[src/rtl/sha256_xmss_padder.sv]
// ---------------------------------------------------------------------------
// sha256_xmss_padder
//
// Takes one 768-bit or 1024-bit message, applies SHA-256 padding, and sends
// the resulting 512-bit blocks in order to the compression core over a
// valid/ready handshake. When skip_first is set, block 0 is not sent because
// the core resumes from a stored intermediate state.
//
// Ports:
//   io_mainClk      - clock; all state updates happen on the rising edge
//   io_systemReset  - synchronous, active-low reset
//   msg_data        - message; bit 1023 is the first bit (big-endian)
//   msg_len_sel     - 0 = 768-bit message, 1 = 1024-bit message
//   skip_first      - block 0 already absorbed; do not emit it
//   msg_valid       - message transfer request (sampled only in IDLE)
//   msg_ready       - padder idle and able to accept a message
//   blk_data        - current 512-bit block, MSB first (registered)
//   blk_first       - current block is block 0 (registered)
//   blk_last        - current block is the final block (registered)
//   blk_valid       - blk_* outputs valid (registered)
//   blk_ready       - core accepts the current block
//   flush           - synchronous abort to IDLE; wins over any handshake
//   busy            - high whenever the padder is not idle
// ---------------------------------------------------------------------------
module sha256_xmss_padder #(
    parameter logic [31:0] LEN_OFFSET = 32'd0
) (
    input  logic          io_mainClk,
    input  logic          io_systemReset,
    input  logic [1023:0] msg_data,
    input  logic          msg_len_sel,
    input  logic          skip_first,
    input  logic          msg_valid,
    output logic          msg_ready,
    output logic [511:0]  blk_data,
    output logic          blk_first,
    output logic          blk_last,
    output logic          blk_valid,
    input  logic          blk_ready,
    input  logic          flush,
    output logic          busy
);

    typedef enum logic [0:0] {
        ST_IDLE = 1'b0,
        ST_EMIT = 1'b1
    } state_t;

    state_t          state_r,     state_s;
    logic [1023:0]   msg_r,       msg_s;
    logic            len_sel_r,   len_sel_s;
    logic [1:0]      blk_idx_r,   blk_idx_s;
    logic [511:0]    blk_data_r,  blk_data_s;
    logic            blk_first_r, blk_first_s;
    logic            blk_last_r,  blk_last_s;
    logic            blk_valid_r, blk_valid_s;

    // Index of the final block: two blocks for 768 bits, three for 1024 bits.
    function automatic logic [1:0] last_idx(input logic ls);
        return ls ? 2'd2 : 2'd1;
    endfunction

    // Padded block number idx of message m. The length field is the message
    // bit length plus LEN_OFFSET, widened to 64 bits so it cannot overflow.
    function automatic logic [511:0] block_of(input logic [1023:0] m,
                                              input logic          ls,
                                              input logic [1:0]    idx);
        logic [63:0]  lf;
        logic [511:0] b;
        lf = (ls ? 64'd1024 : 64'd768) + {32'd0, LEN_OFFSET};
        case (idx)
            2'd0:    b = m[1023:512];
            2'd1:    b = ls ? m[511:0] : {m[511:256], 1'b1, 191'd0, lf};
            2'd2:    b = {1'b1, 447'd0, lf};
            default: b = 512'd0;
        endcase
        return b;
    endfunction

    // State register and registered block outputs; reset overrides everything.
    always_ff @(posedge io_mainClk) begin
        if (!io_systemReset) begin
            state_r     <= ST_IDLE;
            msg_r       <= 1024'd0;
            len_sel_r   <= 1'b0;
            blk_idx_r   <= 2'd0;
            blk_data_r  <= 512'd0;
            blk_first_r <= 1'b0;
            blk_last_r  <= 1'b0;
            blk_valid_r <= 1'b0;
        end else begin
            state_r     <= state_s;
            msg_r       <= msg_s;
            len_sel_r   <= len_sel_s;
            blk_idx_r   <= blk_idx_s;
            blk_data_r  <= blk_data_s;
            blk_first_r <= blk_first_s;
            blk_last_r  <= blk_last_s;
            blk_valid_r <= blk_valid_s;
        end
    end

    // Next-state and next-output logic; everything holds unless changed.
    always_comb begin
        state_s     = state_r;
        msg_s       = msg_r;
        len_sel_s   = len_sel_r;
        blk_idx_s   = blk_idx_r;
        blk_data_s  = blk_data_r;
        blk_first_s = blk_first_r;
        blk_last_s  = blk_last_r;
        blk_valid_s = blk_valid_r;

        if (flush) begin
            // Abort: no capture, no advance. blk_data is left as-is since it
            // is meaningless without blk_valid.
            state_s     = ST_IDLE;
            blk_idx_s   = 2'd0;
            blk_valid_s = 1'b0;
            blk_first_s = 1'b0;
            blk_last_s  = 1'b0;
        end else begin
            case (state_r)
                ST_IDLE: begin
                    if (msg_valid) begin
                        msg_s       = msg_data;
                        len_sel_s   = msg_len_sel;
                        blk_idx_s   = skip_first ? 2'd1 : 2'd0;
                        blk_data_s  = block_of(msg_data, msg_len_sel,
                                               skip_first ? 2'd1 : 2'd0);
                        blk_first_s = ~skip_first;
                        // With skip on a 768-bit message the only emitted
                        // block is also the last one.
                        blk_last_s  = skip_first & ~msg_len_sel;
                        blk_valid_s = 1'b1;
                        state_s     = ST_EMIT;
                    end else begin
                        state_s     = ST_IDLE;
                    end
                end
                ST_EMIT: begin
                    if (blk_ready && blk_last_r) begin
                        state_s     = ST_IDLE;
                        blk_valid_s = 1'b0;
                        blk_first_s = 1'b0;
                        blk_last_s  = 1'b0;
                    end else if (blk_ready) begin
                        blk_idx_s   = blk_idx_r + 2'd1;
                        blk_data_s  = block_of(msg_r, len_sel_r, blk_idx_r + 2'd1);
                        blk_first_s = 1'b0;
                        blk_last_s  = ((blk_idx_r + 2'd1) == last_idx(len_sel_r));
                    end else begin
                        // Backpressure: hold the presented block unchanged.
                        state_s     = ST_EMIT;
                    end
                end
                default: begin
                    state_s     = ST_IDLE;
                    blk_valid_s = 1'b0;
                end
            endcase
        end
    end

    assign msg_ready = (state_r == ST_IDLE);
    assign busy      = (state_r != ST_IDLE);
    assign blk_data  = blk_data_r;
    assign blk_first = blk_first_r;
    assign blk_last  = blk_last_r;
    assign blk_valid = blk_valid_r;

endmodule

[config.mk]
export PLATFORM = sky130hd
export DESIGN_NAME = sha256_xmss_padder
export DESIGN_NICKNAME = d
export VERILOG_FILES = /design/src/rtl/sha256_xmss_padder.sv
export SDC_FILE = /design/constraint.sdc
export NUM_CORES = 2
export LEC_CHECK = 0
export ABC_AREA = 1
export BUFFER_PORTS_ARGS = -buffer_cell sky130_fd_sc_hd__buf_4
export CAP_MARGIN = 30
export CORE_AREA = 10 10 591 593
export CTS_CLUSTER_SIZE = 30
export DETAILED_ROUTE_END_ITERATION = 12
export DIE_AREA = 0 0 601 603
export HOLD_SLACK_MARGIN = 0.12
export MAX_ROUTING_LAYER = met4
export PLACE_DENSITY = 0.46
export SLEW_MARGIN = 20
export SYNTH_ARGS = -nofsm -noshare
export SYNTH_HDL_FRONTEND = slang
export SYNTH_SLANG_ARGS = --single-unit
[constraint.sdc]
create_clock -name io_mainClk -period 2.65 [get_ports io_mainClk]
set_clock_uncertainty 0.15 [all_clocks]
set_input_delay 0.6625 -clock io_mainClk [delete_from_list [all_inputs] [get_ports io_mainClk]]
set_output_delay 0.6625 -clock io_mainClk [all_outputs]
set_load 0.05 [all_outputs]
Word level (Yosys, flattened, before mapping):

Cells that the tools add are included.

* memory bits (read-only): 0
* bits in latches: 0
* memory bits (writable): 0
* bits in registers: 1543
* output and inout port bits: 517
* memories kept: 0

* order comparisons: 0
* equal/unequal tests: 10
* add/sub/neg operators: 1
* multiplexer cells: 30
* reductions and logical operators: 9
* $mul: 0
* bitwise operators: 6
* divide/modulo/power cells: 0
* shift operators: 0

Operators with widths (number)
* 512-bit case mux with 3 select lines: 2
* 512-bit 2-to-1 mux: 3
* 512-bit case mux with 2 select lines: 1
* 256-bit 2-to-1 mux: 2
* 11-bit 2-to-1 mux: 2
* 1-bit 2-to-1 mux: 11
* 2-bit 2-to-1 mux: 4
* 1-bit case mux with 2 select lines: 4
* 2-bit inequality test (second input constant): 3
* 3-bit AND reduction: 2
* 1-bit inverter: 5
* 2-bit logical NOT: 2
* 2-bit case mux with 2 select lines: 1
* 2-bit AND reduction: 2
* 4-bit AND reduction: 1
* 3-bit by 2-bit inequality test with 1-bit output (second input constant): 1
* 2-bit by 1-bit adder with 2-bit output (second input constant): 1
* 1-bit by 2-bit equality test with 1-bit output (second input constant): 1
* 2-bit by 1-bit equality test with 1-bit output (second input constant): 1
* 2-bit equality test: 1
* 2-bit equality test (second input constant): 1
* 2-bit by 1-bit inequality test with 1-bit output (second input constant): 1
* 2-bit OR reduction: 1
* 1-bit bitwise AND: 1
* other kinds (2): 2

Depth between registers and ports, before layout:

* depth in word-level cells: 6
* depth in mapped cells: 11
* gate-level depth less buffers: 8

Least setup slack after synthesis:

Ideal clock, no wire load.

* path kind: register -> output
* start: register state_r (netlist: busy)
* end: output msg_ready
* path slack: 0.402 ns
* required time: 1.837 ns
* path buffers: 2
* cell stages (with the launch flop): 4
* arrival time: 1.435 ns
* path through: dfxtp_1 inv_1 buf_2 clkbuf_1

* word-level cells in the longest chain between the ends: 1

Ends and longest elaborated chain
* from (decl): RTL line 49 `state_t state_r, state_s;`
* from (signal assigned): RTL line 92 `state_r <= state_s;`
* 1-bit inverter (no line)
* to (decl): RTL line 34 `output logic msg_ready,`

No other way between the ends.

Final worst setup path:

* start: register blk_data_r[221] (netlist: blk_data[221])
* end: output blk_data[221]

RTL lines
* from (decl): RTL line 53 `logic [511:0] blk_data_r, blk_data_s;`
* from (signal assigned): RTL line 96 `blk_data_r <= blk_data_s;`
* to (decl): RTL line 35 `output logic [511:0] blk_data,`

No word-level cell between the ends.

==> metrics.txt <==
Worst path slowest cell dfxtp_1; Setup Buffers After CTS 0; arrival time at the worst endpoint about 1.7 ns; first-pass GRT wire length 580 mm; Max FO, Critical Path 2; all-layer global routing usage 0.215; vias in the first global route 80,800; register clock-pin slew on the reported worst setup and hold paths 0.06 ns; Most used DFF post-synth dfxtp_1; Place WS 0.0730 ns; Leak Pwr 47.3 nW; Comb power frac 0.212; nets approximately 15,000; unrepaired setup endpoints after global routing no; Setup Crit Path Kind reg2out; Final Hold Vio Count 0; fillers 37,400; Port Buf Inserts 1,547; clock latency at the later pin of the worst-skew pair 0.88 ns; commonest non-fill, non-tap cell in the layout nand2_1; Synth-to-Final Area Change 49.0%; Yosys top cell area share 0.426; vias per inst 4.53; min Tclk post-route 2.53 ns; largest net degree at the start of global routing 120; Req. time, crit path 1.84 ns; FF+latch count, synth 1,543; die height approximately 600 µm; Post-synth EDFFs 0; Core ar. 338,000 µm²; final instance area 108,000 µm²; Synth area leaders dfxtp_1 (43%), nand2_1 (22%), nand3_1 (8.9%); share of cells above drive strength 1 0.164; slew margin rel. 0.351; Worst setup EP type output port; Placer Congestion 0.887; CTS Sinks 1,543; io pins between 1,500 and 2,000; Final HPWL DP approximately 290 mm; Cell Rows 214; Bufs and invs on worst path 1; Sw Share 0.318; Final Max Tran Viols 0; Netlist Area Pre-Place 72,500 µm²; routed vias 83,600; Clock power frac 0.408; Final setup viols 0; dpl cells 17,000; antenna violations before repair ~170; Initial Util 0.214; P_sw 21.3 mW; cell taking the most area after synthesis dfxtp_1; Root Driver clkbuf_16; H-tree depth 4; Die W around 600 µm; final hold slack ~0.3 ns; CTS Buf Count 195; worst min path class reg2reg; Post-Route WL 402 mm; global route overflow 0; power density over the cells 621 nW/µm²; Max Clock Freq 395 MHz; Final ANT Viol Nets 0; setup slack after layout 0.116 ns; Post-Syn Area per Cell 6.36 µm²; Syn Inst Count about 11,000; maximum clock path buffer count 4; post-DR wirelength/cell 21.8 µm; First-pass DRT Iterations 7; Finished Layout Cells 18,500; Post-synth ARST share 0; status complete, no violations; Yosys Warn Count 0; setup tns final 0 ns; Worst Setup Start Kind flip-flop; fin crit share 0.956; max incr delay on CP 0.55 ns; DRC 0; Pint 45.7 mW; drt first-iter violations 6,168; Reg power frac 0.381; Slew @ Worst Pin 0.973 ns; peak supply drop 504 µV; CTS tree yes; Syn Nets 12,400; Max Cap Viol 0; Post-Place Cell Area just over 90,000 µm²; post-synthesis cell type count 22; post-synthesis sequential area ratio 0.426; Top delay family on crit path flip-flops; Die Area 362,000 µm²; worst path cell trace buf_4; most frequent cells in the layout nand2_1 (4,258), buf_4 (1,783), dfxtp_1 (1,541)
## flip-flops by register name, summed over array words and instances, names as in the netlist
register,cells
blk_idx_r,2
blk_data,512
blk_first,1
blk_last,1
msg_r,1024
busy,1
blk_valid,1
len_sel_r,1
## tightest hold or removal path, stage by stage (launching register included)
cell,delay (ns)
dfxtp_1,0.30
inv_1,0.05
a21oi_1,0.05
## final timing paths
| check | cells after the start | slack, ns | endpoint | from |
|---|---|---|---|---|
| min reg2reg | 2 | 0.29 | msg_r[20] | msg_r[20] |
| max reg2reg | 8 | 0.19 | blk_data[447] | blk_idx_r[0] |
| min | 2 | 0.29 | msg_r[20] | msg_r[20] |
| max | 1 | 0.12 | blk_data[221] | blk_data[221] |
## cell families (layout without fill, tap and decap cells)
| family | after synthesis | after routing | share of synthesized area |
|---|---|---|---|
| AND/OR/NAND/NOR | 6584 | 6584 | 0.364 |
| other | 0 | 129 | 0 |
| flip-flops | 1543 | 1543 | 0.426 |
| AO/OA/AOI/OAI | 1805 | 1805 | 0.125 |
| buffers and inverters | 1452 | 3863 | 0.0844 |
| adder cells (fa/ha/maj) | 5 | 5 | 0.000863 |
## metrics by stage
stage | utilization | total power [mW]
2_1_floorplan | - | 32.7
3_3_place_gp | 0.269 | 38.7
3_5_place_dp | 0.269 | 38.7
4_1_cts | 0.318 | 67.8
5_1_grt | 0.319 | 69.7
6_report | 0.319 | 67.0
## layout make-up
cell class / count / area [µm²] / share of cell area
clock inverter: 52 / 673 / 0.00624
antenna: 129 / 323 / 0.00299
tap: 4536 / 5680 / 0.0526
timing repair buffer: 2988 / 27100 / 0.251
sequential: 1543 / 30900 / 0.286
clock buffer: 294 / 5690 / 0.0527
inverter: 529 / 2020 / 0.0187
multi-input combinational: 8394 / 35500 / 0.329
## cell usage after synthesis, types with 5 or more instances
library cell,n
a21oi_1,1033
buf_1,29
buf_2,383
buf_4,26
buf_6,12
clkbuf_1,473
dfxtp_1,1543
ha_1,5
inv_1,525
nand2_1,4258
nand3_1,1285
nor2_1,1034
o21ai_0,667
o21ai_1,101
## power groups by stage
| stage | Sequential (mW) | Combinational, mW | Clock [mW] |
|---|---|---|---|
| detailed placement | 26.0 | 12.7 | 0 |
| floorplan | 27.9 | 4.83 | 0 |
| finish | 25.5 | 14.2 | 27.3 |
| global route | 25.6 | 15.2 | 28.9 |
| global placement | 26.0 | 12.7 | 0 |
| CTS | 25.5 | 14.3 | 28.0 |
## metal layers
layer / routed length [µm] / GRT usage
met1: 165000 / 0.253
met2: 199000 / 0.368
met3: 22200 / 0.0356
met4: 15900 / 0.0773
met5: 0 / -
## repair_timing
item                                    4_1_cts  5_1_grt
endpoints found under the setup margin        3        0
endpoints found under the hold margin      1531        0
gates resized for setup                       4        0
hold buffers                               1034        0
No activity file was read; power rests on OpenSTA's default activity.
